[config.mk]
export PLATFORM = sky130hd
export DESIGN_NAME = cpu_sram_arbiter_flat
export DESIGN_NICKNAME = d
export VERILOG_FILES = /design/src/rtl/cpu_sram_arbiter_pkg.sv /design/src/rtl/cpu_sram_arbiter_if.sv /design/src/rtl/sram_arb_owner_fifo.sv /design/src/rtl/cpu_sram_arbiter.sv /design/src/flat_wrapper.sv
export SDC_FILE = /design/constraint.sdc
export NUM_CORES = 1
export LEC_CHECK = 0
export ABC_AREA = 0
export BUFFER_PORTS_ARGS = -buffer_cell sky130_fd_sc_hd__buf_4
export CORE_AREA = 2 2 120 122
export DETAILED_ROUTE_END_ITERATION = 6
export DIE_AREA = 0 0 122 124
export PLACE_DENSITY = 0.44
export SLEW_MARGIN = 0
export SYNTH_ARGS = -nofsm -noshare
export SYNTH_HDL_FRONTEND = slang
export SYNTH_HIERARCHICAL = 1
export SYNTH_SLANG_ARGS = --single-unit
[constraint.sdc]
create_clock -name clk -period 3.9 [get_ports clk]
set_input_delay 0 -clock clk [delete_from_list [all_inputs] [get_ports clk]]
set_output_delay 0 -clock clk [all_outputs]
set_load 0.01 [all_outputs]
[src/rtl/cpu_sram_arbiter_pkg.sv]
// Shared encodings for the two-requester SRAM-like arbiter: owner bits,
// grant FSM states and SRAM-like size codes.
package cpu_sram_arbiter_pkg;

  localparam logic OWNER_INST = 1'b0;
  localparam logic OWNER_DATA = 1'b1;

  typedef enum logic [1:0] {
    ST_IDLE      = 2'd0,
    ST_HOLD_INST = 2'd1,
    ST_HOLD_DATA = 2'd2
  } grant_state_e;

  // bytes = 1 << size
  localparam logic [1:0] SIZE_1B = 2'd0;
  localparam logic [1:0] SIZE_2B = 2'd1;
  localparam logic [1:0] SIZE_4B = 2'd2;

  function automatic grant_state_e hold_state(input logic owner);
    return owner ? ST_HOLD_DATA : ST_HOLD_INST;
  endfunction

endpackage

[src/rtl/cpu_sram_arbiter_if.sv]
// One SRAM-like channel. master issues requests, slave answers them.
interface cpu_sram_arbiter_if #(
  parameter int AW = 32,
  parameter int DW = 32
);
  logic          req;
  logic          wr;
  logic [1:0]    size;
  logic [AW-1:0] addr;
  logic [DW-1:0] wdata;
  logic          addr_ok;
  logic [DW-1:0] rdata;
  logic          data_ok;

  modport master (output req, wr, size, addr, wdata,
                  input  addr_ok, rdata, data_ok);
  modport slave  (input  req, wr, size, addr, wdata,
                  output addr_ok, rdata, data_ok);
endinterface

[src/rtl/sram_arb_owner_fifo.sv]
// In-order owner queue: one bit per accepted transaction, popped on each
// downstream response. Pointers wrap modulo DEPTH.
module sram_arb_owner_fifo #(
  parameter int DEPTH = 2
) (
  input  logic clk,
  input  logic resetn,
  input  logic push,
  input  logic din,
  input  logic pop,
  output logic full,
  output logic empty,
  output logic head
);
  localparam int PW = (DEPTH > 1) ? $clog2(DEPTH) : 1;
  localparam int CW = $clog2(DEPTH + 1);
  localparam logic [PW-1:0] LAST_PTR = PW'(DEPTH - 1);

  logic [DEPTH-1:0] mem_q, mem_d;
  logic [PW-1:0]    wr_ptr_q, wr_ptr_d, rd_ptr_q, rd_ptr_d;
  logic [CW-1:0]    count_q, count_d;

  assign full  = (count_q == CW'(DEPTH));
  assign empty = (count_q == '0);
  assign head  = mem_q[rd_ptr_q];

  always_comb begin
    mem_d    = mem_q;
    wr_ptr_d = wr_ptr_q;
    rd_ptr_d = rd_ptr_q;
    count_d  = count_q;
    if (push) begin
      mem_d[wr_ptr_q] = din;
      wr_ptr_d = (wr_ptr_q == LAST_PTR) ? '0 : wr_ptr_q + 1'b1;
    end
    if (pop) rd_ptr_d = (rd_ptr_q == LAST_PTR) ? '0 : rd_ptr_q + 1'b1;
    case ({push, pop})
      2'b10:   count_d = count_q + 1'b1;
      2'b01:   count_d = count_q - 1'b1;
      default: count_d = count_q;
    endcase
  end

  always_ff @(posedge clk) begin
    if (!resetn) begin
      mem_q    <= '0;
      wr_ptr_q <= '0;
      rd_ptr_q <= '0;
      count_q  <= '0;
    end else begin
      mem_q    <= mem_d;
      wr_ptr_q <= wr_ptr_d;
      rd_ptr_q <= rd_ptr_d;
      count_q  <= count_d;
    end
  end

endmodule

[src/rtl/cpu_sram_arbiter.sv]
// Shares one SRAM-like port between inst fetch and load/store. Optional
// SRAM_ARB_ROUND_ROBIN_EN swaps fixed data priority for round-robin.
module cpu_sram_arbiter
  import cpu_sram_arbiter_pkg::*;
#(
  parameter int AW              = 32,
  parameter int DW              = 32,
  parameter int MAX_OUTSTANDING = 2
) (
  input  logic                 clk,
  input  logic                 resetn,
  cpu_sram_arbiter_if.slave    inst_bus,
  cpu_sram_arbiter_if.slave    data_bus,
  cpu_sram_arbiter_if.master   m_bus
);
  grant_state_e  state_q, state_d;
  logic          winner, grant_owner, gnt_req, accept, pop;
  logic          full, empty, head;
  logic [AW-1:0] gnt_addr;
  logic [DW-1:0] gnt_wdata;

`ifdef SRAM_ARB_ROUND_ROBIN_EN
  logic last_grant_q, last_grant_d;

  // Under contention the requester that did not win last time goes first.
  always_comb begin
    winner = OWNER_INST;
    if (data_bus.req && (!inst_bus.req || last_grant_q == OWNER_INST))
      winner = OWNER_DATA;
    last_grant_d = accept ? grant_owner : last_grant_q;
  end

  always_ff @(posedge clk) begin
    if (!resetn) last_grant_q <= OWNER_INST;
    else         last_grant_q <= last_grant_d;
  end
`else
  always_comb begin
    winner = data_bus.req ? OWNER_DATA : OWNER_INST;
  end
`endif

  always_comb begin
    grant_owner = winner;
    case (state_q)
      ST_HOLD_INST: grant_owner = OWNER_INST;
      ST_HOLD_DATA: grant_owner = OWNER_DATA;
      default:      grant_owner = winner;
    endcase
  end

  assign gnt_req   = grant_owner ? data_bus.req   : inst_bus.req;
  assign gnt_addr  = grant_owner ? data_bus.addr  : inst_bus.addr;
  assign gnt_wdata = grant_owner ? data_bus.wdata : inst_bus.wdata;

  assign m_bus.req   = resetn && gnt_req && !full;
  assign m_bus.wr    = grant_owner ? data_bus.wr   : inst_bus.wr;
  assign m_bus.size  = grant_owner ? data_bus.size : inst_bus.size;
  assign m_bus.addr  = gnt_addr;
  assign m_bus.wdata = gnt_wdata;

  assign accept = m_bus.req && m_bus.addr_ok;
  assign inst_bus.addr_ok = accept && (grant_owner == OWNER_INST);
  assign data_bus.addr_ok = accept && (grant_owner == OWNER_DATA);

  // Responses with nothing outstanding are dropped here.
  assign pop = resetn && m_bus.data_ok && !empty;
  assign inst_bus.data_ok = pop && (head == OWNER_INST);
  assign data_bus.data_ok = pop && (head == OWNER_DATA);
  assign inst_bus.rdata   = m_bus.rdata;
  assign data_bus.rdata   = m_bus.rdata;

  always_comb begin
    state_d = state_q;
    case (state_q)
      ST_IDLE: if (m_bus.req && !m_bus.addr_ok) state_d = hold_state(grant_owner);
      ST_HOLD_INST,
      ST_HOLD_DATA: if (accept) state_d = ST_IDLE;
      default: state_d = ST_IDLE;
    endcase
  end

  always_ff @(posedge clk) begin
    if (!resetn) state_q <= ST_IDLE;
    else         state_q <= state_d;
  end

  sram_arb_owner_fifo #(.DEPTH(MAX_OUTSTANDING)) u_owner_fifo (
    .clk    (clk),
    .resetn (resetn),
    .push   (accept),
    .din    (grant_owner),
    .pop    (pop),
    .full   (full),
    .empty  (empty),
    .head   (head)
  );

endmodule

[src/flat_wrapper.sv]
// flat-port wrapper written by rule: the top's interface ports become plain ports
module cpu_sram_arbiter_flat import cpu_sram_arbiter_pkg::*;
#(
  parameter int AW              = 32,
  parameter int DW              = 32,
  parameter int MAX_OUTSTANDING = 2
)
  (clk, resetn, inst_bus_req, inst_bus_wr, inst_bus_size, inst_bus_addr, inst_bus_wdata, inst_bus_addr_ok, inst_bus_rdata, inst_bus_data_ok, data_bus_req, data_bus_wr, data_bus_size, data_bus_addr, data_bus_wdata, data_bus_addr_ok, data_bus_rdata, data_bus_data_ok, m_bus_req, m_bus_wr, m_bus_size, m_bus_addr, m_bus_wdata, m_bus_addr_ok, m_bus_rdata, m_bus_data_ok);
  cpu_sram_arbiter_if #(.AW(AW), .DW(DW)) inst_bus_i ();
  cpu_sram_arbiter_if #(.AW(AW), .DW(DW)) data_bus_i ();
  cpu_sram_arbiter_if #(.AW(AW), .DW(DW)) m_bus_i ();
  input  logic clk;
  input  logic resetn;
  input wire logic [$bits(inst_bus_i.req)-1:0] inst_bus_req;
  input wire logic [$bits(inst_bus_i.wr)-1:0] inst_bus_wr;
  input wire logic [$bits(inst_bus_i.size)-1:0] inst_bus_size;
  input wire logic [$bits(inst_bus_i.addr)-1:0] inst_bus_addr;
  input wire logic [$bits(inst_bus_i.wdata)-1:0] inst_bus_wdata;
  output wire logic [$bits(inst_bus_i.addr_ok)-1:0] inst_bus_addr_ok;
  output wire logic [$bits(inst_bus_i.rdata)-1:0] inst_bus_rdata;
  output wire logic [$bits(inst_bus_i.data_ok)-1:0] inst_bus_data_ok;
  input wire logic [$bits(data_bus_i.req)-1:0] data_bus_req;
  input wire logic [$bits(data_bus_i.wr)-1:0] data_bus_wr;
  input wire logic [$bits(data_bus_i.size)-1:0] data_bus_size;
  input wire logic [$bits(data_bus_i.addr)-1:0] data_bus_addr;
  input wire logic [$bits(data_bus_i.wdata)-1:0] data_bus_wdata;
  output wire logic [$bits(data_bus_i.addr_ok)-1:0] data_bus_addr_ok;
  output wire logic [$bits(data_bus_i.rdata)-1:0] data_bus_rdata;
  output wire logic [$bits(data_bus_i.data_ok)-1:0] data_bus_data_ok;
  output wire logic [$bits(m_bus_i.req)-1:0] m_bus_req;
  output wire logic [$bits(m_bus_i.wr)-1:0] m_bus_wr;
  output wire logic [$bits(m_bus_i.size)-1:0] m_bus_size;
  output wire logic [$bits(m_bus_i.addr)-1:0] m_bus_addr;
  output wire logic [$bits(m_bus_i.wdata)-1:0] m_bus_wdata;
  input wire logic [$bits(m_bus_i.addr_ok)-1:0] m_bus_addr_ok;
  input wire logic [$bits(m_bus_i.rdata)-1:0] m_bus_rdata;
  input wire logic [$bits(m_bus_i.data_ok)-1:0] m_bus_data_ok;
  assign inst_bus_i.req = inst_bus_req;
  assign inst_bus_i.wr = inst_bus_wr;
  assign inst_bus_i.size = inst_bus_size;
  assign inst_bus_i.addr = inst_bus_addr;
  assign inst_bus_i.wdata = inst_bus_wdata;
  assign inst_bus_addr_ok = inst_bus_i.addr_ok;
  assign inst_bus_rdata = inst_bus_i.rdata;
  assign inst_bus_data_ok = inst_bus_i.data_ok;
  assign data_bus_i.req = data_bus_req;
  assign data_bus_i.wr = data_bus_wr;
  assign data_bus_i.size = data_bus_size;
  assign data_bus_i.addr = data_bus_addr;
  assign data_bus_i.wdata = data_bus_wdata;
  assign data_bus_addr_ok = data_bus_i.addr_ok;
  assign data_bus_rdata = data_bus_i.rdata;
  assign data_bus_data_ok = data_bus_i.data_ok;
  assign m_bus_req = m_bus_i.req;
  assign m_bus_wr = m_bus_i.wr;
  assign m_bus_size = m_bus_i.size;
  assign m_bus_addr = m_bus_i.addr;
  assign m_bus_wdata = m_bus_i.wdata;
  assign m_bus_i.addr_ok = m_bus_addr_ok;
  assign m_bus_i.rdata = m_bus_rdata;
  assign m_bus_i.data_ok = m_bus_data_ok;
  cpu_sram_arbiter #(.AW(AW), .DW(DW), .MAX_OUTSTANDING(MAX_OUTSTANDING)) u_core (.clk(clk), .resetn(resetn), .inst_bus(inst_bus_i), .data_bus(data_bus_i), .m_bus(m_bus_i));
endmodule
---- Yosys cells after proc, flatten, opt, wreduce, memory -nomap -nowiden ----
Index checks and enable logic that the tools add are counted.
word-level totals
  register bits ........................... 8
  input bits .............................. 172
  output and inout bits ................... 136
  logic and storage cells ................. 59
operators by class
  $add $sub $neg .......................... 4
  magnitude comparators ................... 3
  eq/ne operators ......................... 7
  muxes and demuxes ....................... 19
  bitwise gates (word level) .............. 2
  reduce and logical (&&, ||, !) cells .... 19
operators by type and width
  operator             count
  $mux 32              2
  $logic_and 1x1->1    11
  $mux 1               8
  $mux 2               4
  $pmux 2 s2           2
  $eq 2x2->1 const B   3
  $eq 2x1->1 const B   2
  $logic_not 2->1      2
  $lt 1x2->1 const B   2
  $ne 2x1->1 const B   2
  $logic_not 1->1      3
  $add 1x1->1 const B  2
  $add 2x1->2 const B  1
  $bwmux 2             1
  $not 1->1            2
  $pmux 1 s2           1
  $reduce_and 2->1     1
  $reduce_bool 2->1    1
  $reduce_or 2->1      1
  $sub 2x1->2 const B  1
  $demux 1 s1          1
  $ge 1x1->1 const B   1

---- Longest topological paths before layout ----
  word-level depth ........................ 8
  gate-level depth with buffers ........... 10

---- Cells and area by module ----
Netlist, hierarchy kept.
by module, submodules not included
  module               times used  cells an instance  area each (sq um)  seq. area each (sq um)
  cpu_sram_arbiter     1           171                1,507.7            40.0
  sram_arb_owner_fifo  1           28                 274.0              120.1

---- Least setup slack after synthesis ----
Ideal clock, no wire load.
  path type ............................... reg-to-reg
  from .................................... register u_core.state_q[1]
  to ...................................... register u_core.u_owner_fifo.count_q[1]
  arrival ................................. 2.108 ns
  data required time ...................... 3.830 ns
  slack ................................... 1.722 ns
  stages on the path, launching flop included .. 10
  path buffers ............................ 0
  period minus slack after synthesis ...... 2.178 ns
  path through ............................ dfxtp_1 > inv_1 > ha_1 > or3b_1 > o2111ai_2 > inv_1 > inv_1 > ha_1 > or3_1 > a21boi_1
between the ends
  cells in the longest elaborated chain, start to end .. 8
ends and longest elaborated chain
  item                                             RTL line                   text
  start: declaration                               cpu_sram_arbiter.sv:16     grant_state_e state_q, state_d;
  start signal: assignment                         cpu_sram_arbiter.sv:85     else state_q <= state_d;
  $eq 2x2->1 or $eq 2x1->1 (tied branches)         cpu_sram_arbiter.sv:45     case (state_q)
  $pmux 1 s2 *                                     cpu_sram_arbiter.sv:45
  $mux 1 *                                         cpu_sram_arbiter.sv:52     assign gnt_req = grant_owner ? data_bus.req : inst_bus.req;
  $logic_and 1x1->1 * (2 in a row)                 cpu_sram_arbiter.sv:56     assign m_bus.req = resetn && gnt_req && !full;
  $logic_and 1x1->1 *                              cpu_sram_arbiter.sv:62     assign accept = m_bus.req && m_bus.addr_ok;
  named net u_core.accept                          cpu_sram_arbiter.sv:17     logic winner, grant_owner, gnt_req, accept, pop;
  $eq 2x1->1 or $eq 2x2->1 (tied branches)         sram_arb_owner_fifo.sv:37  case ({push, pop})
  $pmux 2 s2 or $reduce_bool 2->1 (tied branches)  n/a
  end signal: assignment                           sram_arb_owner_fifo.sv:54  count_q <= count_d;
  end: declaration                                 sram_arb_owner_fifo.sv:21  logic [CW-1:0] count_q, count_d;
Mark *: on every way through the listed nets, which the timed path passes. The rest lies on a longest branch.
A chain may end at the register's enable or synchronous reset.

---- Final worst setup path ----
  from .................................... register u_core.state_q[1]
  to ...................................... output port m_bus_addr[15]
between the ends
  cells in the longest elaborated chain, start to end .. 3
ends and longest elaborated chain
  item                                      RTL line                text
  $eq 2x2->1 or $eq 2x1->1 (tied branches)  cpu_sram_arbiter.sv:45
  $pmux 1 s2 *                              cpu_sram_arbiter.sv:45
  $mux 32 *                                 cpu_sram_arbiter.sv:53  assign gnt_addr = grant_owner ? data_bus.addr : inst_bus.addr;
  end: declaration                          flat_wrapper.sv:33      output wire logic [$bits(m_bus_i.addr)-1:0] m_bus_addr;
Every way passes the cells marked *; elsewhere a longest branch is shown, timed or not.

==> impl.org <==
** Clock network
- Number of buffers between clock root and the deepest sink :: 2
- TritonCTS built the clock tree.
- In this run the number of H-tree levels came out at 1.
- In this run the clock root is driven by a clkbuf_16.
- Worst-skew pair later-pin latency :: roughly 0.23 ns
- Hold bufs inserted after CTS :: 0
- Count of clock tree sinks :: 8
- In this run, post-CTS repair resized a total of 0 instances.
- Buffers added to address setup during post-CTS repair amount to 0.
- CTS Buf Count :: 3
- After clock tree synthesis, the clock-pin slew on the worst setup and hold paths is about 0.04 ns.

** Global route
- GRT Residual Overflow :: 0
- Entering global routing, the biggest net connects 47 pins.
- Tot GR Track Use :: 8.82%
- Global-route wire length before repair :: about 10000 µm
- The number of global-route vias before repair is roughly 1.9k.
- Number of antenna violations at the first check in global routing :: 0

** Synthesis
- Synth cell types :: 28
- Sequential elements use 8.99% of the synthesized area.
- Share of the synthesized netlist area taken by xor and xnor gates :: 1.47%
- The synthesized design contains 0 enable-type register cells.
- Top-count cell post-synth :: buf_4
- The portion of synthesized area spent on multiplexers is between 40 and 50%.
- Synth area leader :: mux2_2
- Synth Cell Area :: ~1800 µm²
- After technology mapping, the gate count stands at roughly 200.
- The synthesized design contains 8 register bits.
- By area the synthesized netlist is led by mux2_2 (38%), buf_4 (27%), dfxtp_1 (9.0%).
- By area, the combinational part of the netlist is dominated by multiplexers.
- Synth Area in Compound Gates :: under 10%
- Counting flops with an async set or reset pin after synthesis yields a share of 0%.
- Main synth FF type :: dfxtp_1
- After Yosys synthesis, full adders, half adders and majority gates account for under 10% of the synthesized area.
- The synthesized netlist devotes between 8 and 9% of its cell area to simple gates.
- Most numerous cell types in the synthesized netlist :: buf_4 (65), mux2_2 (60), dfxtp_1 (8), mux2_1 (8), nor2_1 (8)
- Proportion of netlist area held by the largest area contributor :: a little under two fifths
- A synthesized cell averages about 9.0 µm².
- The number of nets handed over by synthesis was about 370.
- Yosys Warn Count :: 6

** Timing
- Max-slew violations :: 0
- Measured against its own limit, the worst slew margin works out to roughly three fifths.
- After layout, the minimum clock period comes to between 2 and 2.5 ns.
- Achievable Freq :: between 400 and 500 MHz
- Fin. Hold Viols :: 0
- After layout, the worst path uses between 60% and 70% of the clock period.
- After routing, the total negative slack on setup checks comes to 0 ns.
- Setup violations remaining at the end of the flow were counted as 0.
- For the final database, setup skew stands at between 0.001 and 0.0015 ns.
- For the pin with the worst max-slew slack, the measured transition is around 0.58 ns.
- Setup repair after global routing left no endpoint under its margin.

** Placed design
- Summing all placed instances gives a cell area of 3090 µm².
- Final estimated routing congestion in global placement :: roughly 0.74
- Number of buffers added on ports :: 211
- Sum of net half-perimeters after detailed placement :: 6680 µm

** Critical path
- R2R depth :: 9
- Worst Setup Path Type :: flop to primary output
- Endpoint of the lowest-slack register-to-register path :: u_core/u_owner_fifo/count_q[1]$_SDFFE_PN0P_
- The setup check on the worst reg-to-reg path leaves a slack of roughly 1.5 ns.
- At the worst endpoint, the arrival time is between 2 and 2.5 ns.
- Critical Path Sink Type :: primary output
- Type of element launching the critical path :: flop
- Top fanout value on the critical path :: between 40 and 50
- Crit Reg-Reg Startpoint :: u_core/state_q[1]$_SDFFE_PN0P_
- Data required time of the worst path :: 3.90 ns

** Floorplanning
- After floorplanning, the core was sized to cover approximately 14000 µm².
- Full die area :: 15100 µm²
- The initial utilization of the core area, before any placement, comes to approximately an eighth.
- Chip height :: between 100 and 150 µm
- Chip Width :: between 100 and 150 µm
- Count of pins on the block boundary :: roughly 310
- The floorplan has between 40 and 50 rows.

** Flow run
- Max-cap violations :: 0

** Drt
- Drt first-iter violations :: 30
- In this run the remaining antenna-violating nets after routing total 0.
- Dividing the detail-routed wire length by the instance count gives 14.3 µm.
- After detailed routing, the number of remaining DRC violations is 0.
- Total length of routed wires :: around 7500 µm
- Via density per instance :: around 3.7
- The first detailed-routing pass ran for 4 iterations.
- Number of vias in the routed layout :: between 1.5k and 2k

** Worst hold path
- In this run the most critical hold path is launched from m_bus_rdata[2].
- Min-Delay Path Depth :: 0
- Worst min-delay path category :: input pin to primary output
- The worst hold path terminates at inst_bus_rdata[2].

** Final layout
- The layout has about 1.5k filler cells.
- The net count of the finished layout is ~520.
- Area overhead of the layout relative to synthesis :: 77.9%
- The post-route netlist has 81.1% of its cells at a drive strength greater than 1.
- Design Area, Final :: 3170 µm²
- Diode insertion count for antenna repair :: 0

** Power
- Largest voltage drop on the vdd net :: approximately 160 µV
- The analysis attributes to cell leakage a power of around 0.0015 µW.
- Dividing total power by cell area gives a power density of ~220 nW/µm².

** Status
- Status :: finished clean
## worst max-delay path by stage
stage | depth (start not counted) | slack [ns] | endpoint | from
after floorplan | 9 | 1.72 | u_core/u_owner_fifo/count_q[1]$_SDFFE_PN0P_ | u_core/state_q[1]$_SDFFE_PN0P_
after global placement | 9 | 1.57 | u_core/u_owner_fifo/count_q[1]$_SDFFE_PN0P_ | u_core/state_q[1]$_SDFFE_PN0P_
after detailed placement | 9 | 1.49 | u_core/u_owner_fifo/count_q[1]$_SDFFE_PN0P_ | u_core/state_q[1]$_SDFFE_PN0P_
after CTS | 6 | 1.43 | m_bus_addr[15] | u_core/state_q[1]$_SDFFE_PN0P_
after global routing | 6 | 1.33 | m_bus_addr[15] | u_core/state_q[1]$_SDFFE_PN0P_
final | 6 | 1.48 | m_bus_addr[15] | u_core/state_q[1]$_SDFFE_PN0P_
## kinds of logic (layout without fill, tap and decap cells)
kind of cell / count (synthesis) / after routing
buffers and inverters: 77 / 222
muxes: 70 / 70
and+or+nand+nor: 29 / 29
AOI/OAI and AO/OA: 9 / 9
DFF: 8 / 8
adders and majority gates: 3 / 3
xor gates and xnor gates: 3 / 3
## final cells by class
cell class	count	area, µm²	share of cell area [%]
clock buffer	3	75.1	2.37
inverter	6	22.5	0.711
multi-input combinational	114	1090	34.3
sequential	8	160	5.05
tap	180	225	7.11
timing repair buffer	213	1600	50.5
## power breakdown
group / leakage [µW] / switching [µW] / total [µW] / internal (µW)
registers: 0.0000651 / 4.89 / 93.0 / 88.1
clock network: 0.0000370 / 38.4 / 170 / 132
logic: 0.00143 / 168 / 437 / 269
## metal layers
| layer | track usage (%) | routed length (µm) | vias to the layer above |
|---|---|---|---|
| met5 | 0 | 0 | - |
| met4 | 1.87 | 102 | 0 |
| met3 | 3.53 | 933 | 14 |
| met2 | 15.7 | 3720 | 157 |
| met1 | 9.95 | 2750 | 841 |
| li1 | - | - | 910 |
## stage by stage
| step | hold slack [ns] | total power, µW | utilization (%) | cells | worst slack (ns) |
|---|---|---|---|---|---|
| CTS | 0.000103 | 715 | 23.1 | 524 | 1.43 |
| global placement | 0.000103 | 536 | 22.6 | 521 | 1.57 |
| floorplan | 0.0918 | 353 | - | 199 | 1.72 |
| global route | 0.0000416 | 742 | 23.1 | 524 | 1.33 |
| detailed placement | 0.000103 | 539 | 22.6 | 521 | 1.49 |
| finish | 0.00000466 | 701 | 23.1 | 524 | 1.48 |
## layout by cell type, fill, tap and decap left out
| cell type | n |
|---|---|
| a21boi_0 | 2 |
| a21boi_1 | 1 |
| and2_1 | 3 |
| and2b_2 | 1 |
| buf_4 | 213 |
| clkbuf_16 | 3 |
| dfxtp_1 | 8 |
| ha_1 | 3 |
| inv_1 | 6 |
| mux2_1 | 8 |
| mux2_2 | 60 |
| mux2i_1 | 1 |
| mux2i_4 | 1 |
| nand2_1 | 7 |
| nand3_1 | 1 |
| nor2_1 | 8 |
| nor2b_1 | 4 |
| nor3_1 | 1 |
| o2111ai_2 | 1 |
| o21a_1 | 1 |
| o21ai_0 | 1 |
| o22ai_1 | 1 |
| o32ai_1 | 2 |
| or3_1 | 2 |
| or3b_1 | 1 |
| or4bb_1 | 1 |
| xnor2_1 | 2 |
| xor2_1 | 1 |
## critical path: stages, from the launching register on
cell and delay (ns):
dfxtp_1 0.35, inv_1 0.06, ha_1 0.41, mux2i_4 0.27, buf_4 0.49, mux2_2 0.42, buf_4 0.15
## flip-flops by register name, summed over array words and instances (netlist names)
register / cells
u_core/state_q: 2
u_core/u_owner_fifo/count_q: 2
u_core/u_owner_fifo/mem_q: 2
u_core/u_owner_fifo/rd_ptr_q: 1
u_core/u_owner_fifo/wr_ptr_q: 1
Power figures use the tool's default switching activity.
